File: src/rtl/soc_reset_pkg.sv
// soc_reset_pkg: state encoding, reset-cause codes and a saturating-count helper
// shared by the reset sequencer and its testbench.
`default_nettype none

package soc_reset_pkg;

  typedef enum logic [1:0] {
    ST_ASSERT  = 2'd0,
    ST_RELEASE = 2'd1,
    ST_RUN     = 2'd2
  } state_e;

  localparam logic [1:0] CAUSE_POR = 2'd0;
  localparam logic [1:0] CAUSE_SW  = 2'd1;
  localparam logic [1:0] CAUSE_WDT = 2'd2;

  localparam logic [7:0] COUNT_MAX = 8'hFF;

  function automatic logic [7:0] sat_inc(input logic [7:0] v);
    return (v == COUNT_MAX) ? v : v + 8'd1;
  endfunction

endpackage

`default_nettype wire

File: src/rtl/soc_wdt.sv
// soc_wdt: watchdog that pulses expire after WDT_CYCLES consecutive enabled
// cycles without a kick; the count clears whenever enable drops.
`default_nettype none

module soc_wdt #(
  parameter int WDT_CYCLES = 2000,
  parameter int CNT_W      = 16
) (
  input  logic clock,
  input  logic reset_n,
  input  logic enable,
  input  logic kick,
  output logic expire
);

  logic [CNT_W-1:0] cnt_q;
  logic [CNT_W-1:0] cnt_d;

  // Expiry is evaluated against the current edge, so a kick on that same edge wins.
  assign expire = enable && !kick && (cnt_q == CNT_W'(WDT_CYCLES - 1));

  always_comb begin
    cnt_d = cnt_q + CNT_W'(1);
    if (!enable || kick || expire) begin
      cnt_d = '0;
    end
  end

  always_ff @(posedge clock or negedge reset_n) begin
    if (!reset_n) begin
      cnt_q <= '0;
    end else begin
      cnt_q <= cnt_d;
    end
  end

endmodule

`default_nettype wire

File: src/rtl/soc_reset_seq.sv
// soc_reset_seq: staggered multi-channel reset sequencer with SW request and an
// optional watchdog (enabled by defining SOC_RST_WDT_EN).
`default_nettype none

module soc_reset_seq
  import soc_reset_pkg::*;
#(
  parameter int NCH        = 2,
  parameter int RST_CYCLES = 10,
  parameter int STAGGER    = 4,
  parameter int WDT_CYCLES = 2000,
  parameter int CNT_W      = 16
) (
  input  logic           clock,
  input  logic           reset_n,
  input  logic           sw_req,
  input  logic           wdt_kick,
  output logic [NCH-1:0] rst_out,
  output logic           ready,
  output logic [1:0]     cause,
  output logic [7:0]     reset_count
);

  localparam int IDX_W = (NCH > 1) ? $clog2(NCH) : 1;

  state_e           state_q, state_d;
  logic [CNT_W-1:0] cnt_q, cnt_d;
  logic [IDX_W-1:0] idx_q, idx_d;
  logic [NCH-1:0]   rst_q, rst_d;
  logic             ready_q, ready_d;
  logic [1:0]       cause_q, cause_d;
  logic [7:0]       count_q, count_d;
  logic             wdt_expire;
  logic             rst_evt;
  logic [1:0]       evt_cause;

`ifdef SOC_RST_WDT_EN
  soc_wdt #(
    .WDT_CYCLES (WDT_CYCLES),
    .CNT_W      (CNT_W)
  ) u_wdt (
    .clock   (clock),
    .reset_n (reset_n),
    .enable  (state_q == ST_RUN),
    .kick    (wdt_kick),
    .expire  (wdt_expire)
  );
`else
  logic unused_kick;
  assign unused_kick = wdt_kick;
  assign wdt_expire  = 1'b0;
`endif

  // SW request outranks a simultaneous watchdog expiry.
  always_comb begin
    rst_evt   = 1'b0;
    evt_cause = CAUSE_SW;
    if (sw_req) begin
      rst_evt   = 1'b1;
      evt_cause = CAUSE_SW;
    end else if (wdt_expire) begin
      rst_evt   = 1'b1;
      evt_cause = CAUSE_WDT;
    end
  end

  always_comb begin
    state_d = state_q;
    cnt_d   = cnt_q;
    idx_d   = idx_q;
    rst_d   = rst_q;
    ready_d = ready_q;
    cause_d = cause_q;
    count_d = count_q;

    if (rst_evt) begin
      state_d = ST_ASSERT;
      cnt_d   = '0;
      idx_d   = '0;
      rst_d   = '1;
      ready_d = 1'b0;
      cause_d = evt_cause;
      count_d = sat_inc(count_q);
    end else begin
      case (state_q)
        ST_ASSERT: begin
          if (cnt_q == CNT_W'(RST_CYCLES - 1)) begin
            cnt_d    = '0;
            rst_d[0] = 1'b0;
            if (NCH == 1) begin
              state_d = ST_RUN;
              ready_d = 1'b1;
            end else begin
              state_d = ST_RELEASE;
              idx_d   = IDX_W'(1);
            end
          end else begin
            cnt_d = cnt_q + CNT_W'(1);
          end
        end
        ST_RELEASE: begin
          if (cnt_q == CNT_W'(STAGGER - 1)) begin
            cnt_d        = '0;
            rst_d[idx_q] = 1'b0;
            if (idx_q == IDX_W'(NCH - 1)) begin
              state_d = ST_RUN;
              ready_d = 1'b1;
            end else begin
              idx_d = idx_q + IDX_W'(1);
            end
          end else begin
            cnt_d = cnt_q + CNT_W'(1);
          end
        end
        ST_RUN: begin
          rst_d   = '0;
          ready_d = 1'b1;
        end
        default: begin
          state_d = ST_ASSERT;
          cnt_d   = '0;
          idx_d   = '0;
          rst_d   = '1;
          ready_d = 1'b0;
        end
      endcase
    end
  end

  always_ff @(posedge clock or negedge reset_n) begin
    if (!reset_n) begin
      state_q <= ST_ASSERT;
      cnt_q   <= '0;
      idx_q   <= '0;
      rst_q   <= '1;
      ready_q <= 1'b0;
      cause_q <= CAUSE_POR;
      count_q <= '0;
    end else begin
      state_q <= state_d;
      cnt_q   <= cnt_d;
      idx_q   <= idx_d;
      rst_q   <= rst_d;
      ready_q <= ready_d;
      cause_q <= cause_d;
      count_q <= count_d;
    end
  end

  assign rst_out     = rst_q;
  assign ready       = ready_q;
  assign cause       = cause_q;
  assign reset_count = count_q;

endmodule

`default_nettype wire

File: config.mk
export PLATFORM = sky130hd
export DESIGN_NAME = soc_reset_seq
export DESIGN_NICKNAME = d
export VERILOG_FILES = /design/src/rtl/soc_reset_pkg.sv /design/src/rtl/soc_wdt.sv /design/src/rtl/soc_reset_seq.sv
export SDC_FILE = /design/constraint.sdc
export NUM_CORES = 1
export LEC_CHECK = 0
export CORE_ASPECT_RATIO = 0.6
export CORE_UTILIZATION = 45
export DETAILED_ROUTE_END_ITERATION = 10
export PLACE_DENSITY = 0.76
export RECOVER_POWER = 25
export SYNTH_ARGS = -nofsm -noshare
export SYNTH_HDL_FRONTEND = slang
export SYNTH_HIERARCHICAL = 1
export SYNTH_SLANG_ARGS = --single-unit
File: constraint.sdc
create_clock -name clock -period 5.37 [get_ports clock]
set_input_delay 1.074 -clock clock [delete_from_list [all_inputs] [get_ports clock]]
set_output_delay 1.074 -clock clock [all_outputs]
set_load 0.03 [all_outputs]
=== Word level (Yosys, flattened, before mapping) ===
Index checks and enable logic that the tools add are counted.

* Output and inout bits: 13
* Word-level logic and storage cells: 60
* Register bits: 31

* Eq/ne operators: 10
* Magnitude comparators: 2
* $add $sub $neg: 3
* Multiplexer cells: 26
* Reduce and logical (&&, ||, !) cells: 8
* Bitwise logic cells: 3

{| class="wikitable"
|+ Operators by type and width
! operator !! count
|-
| $mux 16 || 3
|-
| $pmux 16 s3 || 1
|-
| $add 16x1->16 const B || 1
|-
| $eq 16x2->1 const B || 1
|-
| $eq 16x4->1 const B || 1
|-
| $mux 2 || 6
|-
| $pmux 1 s3 || 4
|-
| $mux 1 || 10
|-
| $ne 3x3->1 const B || 3
|-
| $add 8x1->8 const B || 1
|-
| $eq 8x8->1 const B || 1
|-
| $pmux 2 s3 || 1
|-
| $reduce_and 2->1 || 3
|-
| $reduce_and 3->1 || 2
|-
| $ne 2x2->1 const B || 2
|-
| $reduce_and 4->1 || 1
|-
| $and 2x2->2 || 1
|-
| $eq 2x1->1 const B || 1
|-
| $eq 2x2->1 const B || 1
|-
| $logic_not 2->1 || 1
|-
| $lt 1x2->1 const B || 1
|-
| $not 2->2 || 1
|-
| $add 1x1->1 const B || 1
|-
| $demux 1 s1 || 1
|-
| 3 further kinds || 3
|}

=== Logic depth before layout (Yosys ltp) ===
* Depth after elaboration: 9
* Gate-level depth with buffers: 9
* Mapped depth without buffers: 7

=== Worst setup path after synthesis ===
No wires, ideal clock.

* Path kind: in2reg
* Start point: input port sw_req
* End point: register cnt_q[9]
* Stages: 6
* Data arrival time: 2.079 ns
* Data required time: 5.249 ns
* Setup time: 0.121 ns
* Buffers on the path: 3
* Slack: 3.170 ns
* Cells stage by stage: clkbuf_1 nor3b_1 a22o_2 buf_6 buf_6 a22o_1

* Word-level cells in the longest chain between the ends: 2

{| class="wikitable"
|+ RTL lines
! item !! line !! RTL
|-
| start: declaration || soc_reset_seq.sv:16 || <nowiki>input logic sw_req,</nowiki>
|-
| $mux 1 * || soc_reset_seq.sv:58 || <nowiki>if (sw_req) begin</nowiki>
|-
| $ne 2x2->1 (no line) or $mux 16 (tied branches) || - ||
|-
| end signal: assignment || soc_reset_seq.sv:141 || <nowiki>cnt_q <= cnt_d;</nowiki>
|-
| end: declaration || soc_reset_seq.sv:27 || <nowiki>logic [CNT_W-1:0] cnt_q, cnt_d;</nowiki>
|}

Mark *: on every way between the ends. The rest lies on a longest branch, timed or not.
A chain may end at the register's enable or synchronous reset.

=== Final worst setup path ===
* Start point: input port sw_req
* End point: register cnt_q[2]

The elaborated chain is that of the path after synthesis.

==> run_results.csv <==
group,metric,value,unit
placement,place_area,1898,µm²
clock_tree,ctsHoldBuffers,0,
critical_path,cp-end-kind,"register",
global_route,grt_pass1_wl,6016,µm
power,leakage,0.8546,nW
sta,fin_tns_setup,0,ns
critical_path,cp_cell_sequence,"clkdlybuf4s50_1 -> nor3b_1 -> a22o_2 -> or2b_1 -> a31oi_1",
drt,drt_wl_total,3531,µm
placement,routabilityCongestion,0.7863,
drt,num_vias,1400,
sta,setup_viol,0,
clock_tree,cts_tree,"built",
die,ios,17,
die,fp.dieW,82.89,µm
logic_synthesis,yosysUniqueCellTypes,41,
sta,rsz0062_at_grt,"false",
critical_path,arrival,3.01,ns
die,dieArea,4189,µm²
die,die_h,50.54,µm
critical_path,worst_path_max_delay_cell,"clkdlybuf4s50_1",
logic_synthesis,synth_area_leaders,"dfrtp_1 41%, ha_1 5.0%, a31oi_1 4.2%",
critical_path,crit_required,5.57,ns
clock_tree,cts_buffers,5,
power,p_per_area,414.5,nW/µm²
finish,post-route-cell-area,1994,µm²
clock_tree,clock_latency,0.29,ns
critical_path,cp_max_fo,23,
clock_tree,cts_max_path_buffers,2,
clock_tree,cts.sinks,31,
placement,port_buffers,14,
logic_synthesis,synth_top_area_share,41.08,%
logic_synthesis,async_flop_share,100.0,%
drt,drc,0,
finish,syn2layout_area_growth,12.89,%
drt,postRouteAntennaNets,0,
global_route,grt-ovfl-total,0,
sta,max_slew_margin,-12.63,%
sta,finClkSkew,0.004336,ns
critical_path,cp-start-kind,"input port",
finish,drive_gt1_share,7.614,%
sta,worstMarginPinSlew,1.689,ns
logic_synthesis,synthCells,184,
power,power.total,0.0008266,W
sta,fmax,355.2,MHz
die,core.rowCount,17,
critical_path,path_class,"input port to register",
clock_tree,root_buffer,"clkbuf_8",
logic_synthesis,syn_nets,195,
sta,hold_viol_final,0,
clock_tree,path_clk_slew,0.06,ns
clock_tree,cts_resized,0,
critical_path,path_buf_inv,1,
drt,drt-initial-drc-count,92,
logic_synthesis,yosysTopAreaCell,"dfrtp_1",
status,violations,"capacitance limit, slew limit",
global_route,gr-usage-all-layers,18.94,%
finish,seq_area,778.2,µm²
logic_synthesis,ys_ff_latch,31,
sta,hold_ws,0.4736,ns
status,status,"complete, but fails checks",
worst_hold_path,hold_path.class,"register to register",
logic_synthesis,yosys_warnings,6,
die,start_util,47.46,%
sta,period_minus_slack,2.815,ns
critical_path,cp_slowest_stage_delay,0.72,ns
flow_run,max_cap_violations,1,
clock_tree,post_cts.repair.setup_buffers,0,
logic_synthesis,synthFlopType,"dfrtp_1",
logic_synthesis,synth-edff-count,0,
logic_synthesis,syn_area_per_cell,9.602,µm²
finish,fillCellCount,329,
global_route,grt_max_degree,32,
critical_path,r2r_slack,3.07,ns
finish,insertedDiodeCount,0,
global_route,antenna_found_initial,0,
finish,fin_nets,207,
drt,wl_per_cell,14.47,µm
clock_tree,htreeDepth,2,
drt,dr.pass1.iters,4,
sta,finalCritPeriodShare,52.42,%
placement,hpwl,2431,µm
die,coreArea,3722,µm²
drt,avgViaCountPerCell,5.738,
logic_synthesis,syn_area,1767,µm²
logic_synthesis,synth-seq-area-share,44.05,%
critical_path,critical_path.top_delay_family,"buffers and inverters",
sta,finalMaxSlewViolations,32,
finish,multi_input_area,887.1,µm²
power,peakVddDrop,0.2861,mV
global_route,grt_pass1_vias,1194,
-- metrics by stage --
stage,setup slack [ns],utilization [%],std cells
final,2.555,53.58,244
after CTS,2.531,53.68,244
after global placement,2.288,50.99,236
after global routing,2.228,53.58,244
after detailed placement,2.241,50.99,236
after floorplan,3.170,-,184
-- kinds of logic after synthesis --
group / after synthesis / share of synthesized area, %
xor+xnor: 7 / 3.470
buf+inv: 17 / 5.736
compound gates: 44 / 16.36
other cells: 1 / 0.2123
simple gates: 76 / 24.65
fa+ha+maj: 7 / 4.957
mux: 1 / 0.5666
flops: 31 / 44.05
-- report_power, final --
| group | switching (W) | internal, W |
|---|---|---|
| sequential | 0.0000567 | 0.000282 |
| clock | 0.0000873 | 0.000117 |
| combinational | 0.000162 | 0.000122 |
-- cell type report --
type,count,area share (%)
Timing Repair Buffer,15,7.215
Clock buffer,8,5.019
Sequential cell,31,39.02
Multi-Input combinational cell,136,44.48
Inverter,7,1.317
Tap cell,47,2.949
-- registers in the layout (all words and copies together) (netlist names) --
signal / count
cnt_q: 16
reset_count: 8
rst_out: 2
idx_q: 1
state_q: 2
ready: 1
cause: 1
-- synth_stat cells (2+ instances only) --
| cell type | number |
|---|---|
| dfstp_2 | 2 |
| and3_1 | 3 |
| nor3b_1 | 2 |
| nor2b_1 | 2 |
| ha_1 | 7 |
| a21oi_1 | 11 |
| buf_6 | 4 |
| a41oi_1 | 3 |
| nand3b_1 | 2 |
| inv_1 | 7 |
| o21ai_0 | 5 |
| xor2_1 | 2 |
| xnor2_1 | 5 |
| nor3_1 | 6 |
| buf_4 | 2 |
| nand2_1 | 18 |
| or2_2 | 2 |
| a31oi_1 | 12 |
| nor4_4 | 2 |
| a21o_1 | 6 |
| nand4_1 | 5 |
| or2b_1 | 5 |
| dfrtp_1 | 29 |
| nand3_1 | 14 |
| nor2_1 | 8 |
| clkbuf_1 | 4 |
| or4_1 | 2 |
-- cells in the final DEF (no fill, tap or decap), types with 3 or more instances in the layout --
master and instances:
a41oi_1 3, nand4_1 5, ha_1 7, o21ai_0 5, xnor2_1 5, clkdlybuf4s50_1 13, and3_1 3, or2b_1 5
a21oi_1 11, a21o_1 6, a31oi_1 12, inv_1 7, nand3_1 14, nor2_1 8, nor3_1 6, clkbuf_8 7
dfrtp_1 29, nand2_1 18
-- per-layer routing --
metal  routed length (µm)  GRT usage [%]  up-vias
li1                     -              -      692
met1                 1924          30.08      665
met2                 1328          22.95       36
met5                    0              0        -
met4                   47          5.172        0
met3                  229          6.908        7
-- final timing paths --
kind                       cells past startpoint     start  endpoint
max reg2reg                                    6  cnt_q[0]  cnt_q[8]
max in group asynchronous                      2   reset_n  cnt_q[1]
min                                            1  cause[0]  cause[0]
min reg2reg                                    1  cause[0]  cause[0]
max                                            5    sw_req  cnt_q[2]
min in group asynchronous                      2   reset_n  cnt_q[9]
Power figures use the tool's default switching activity.
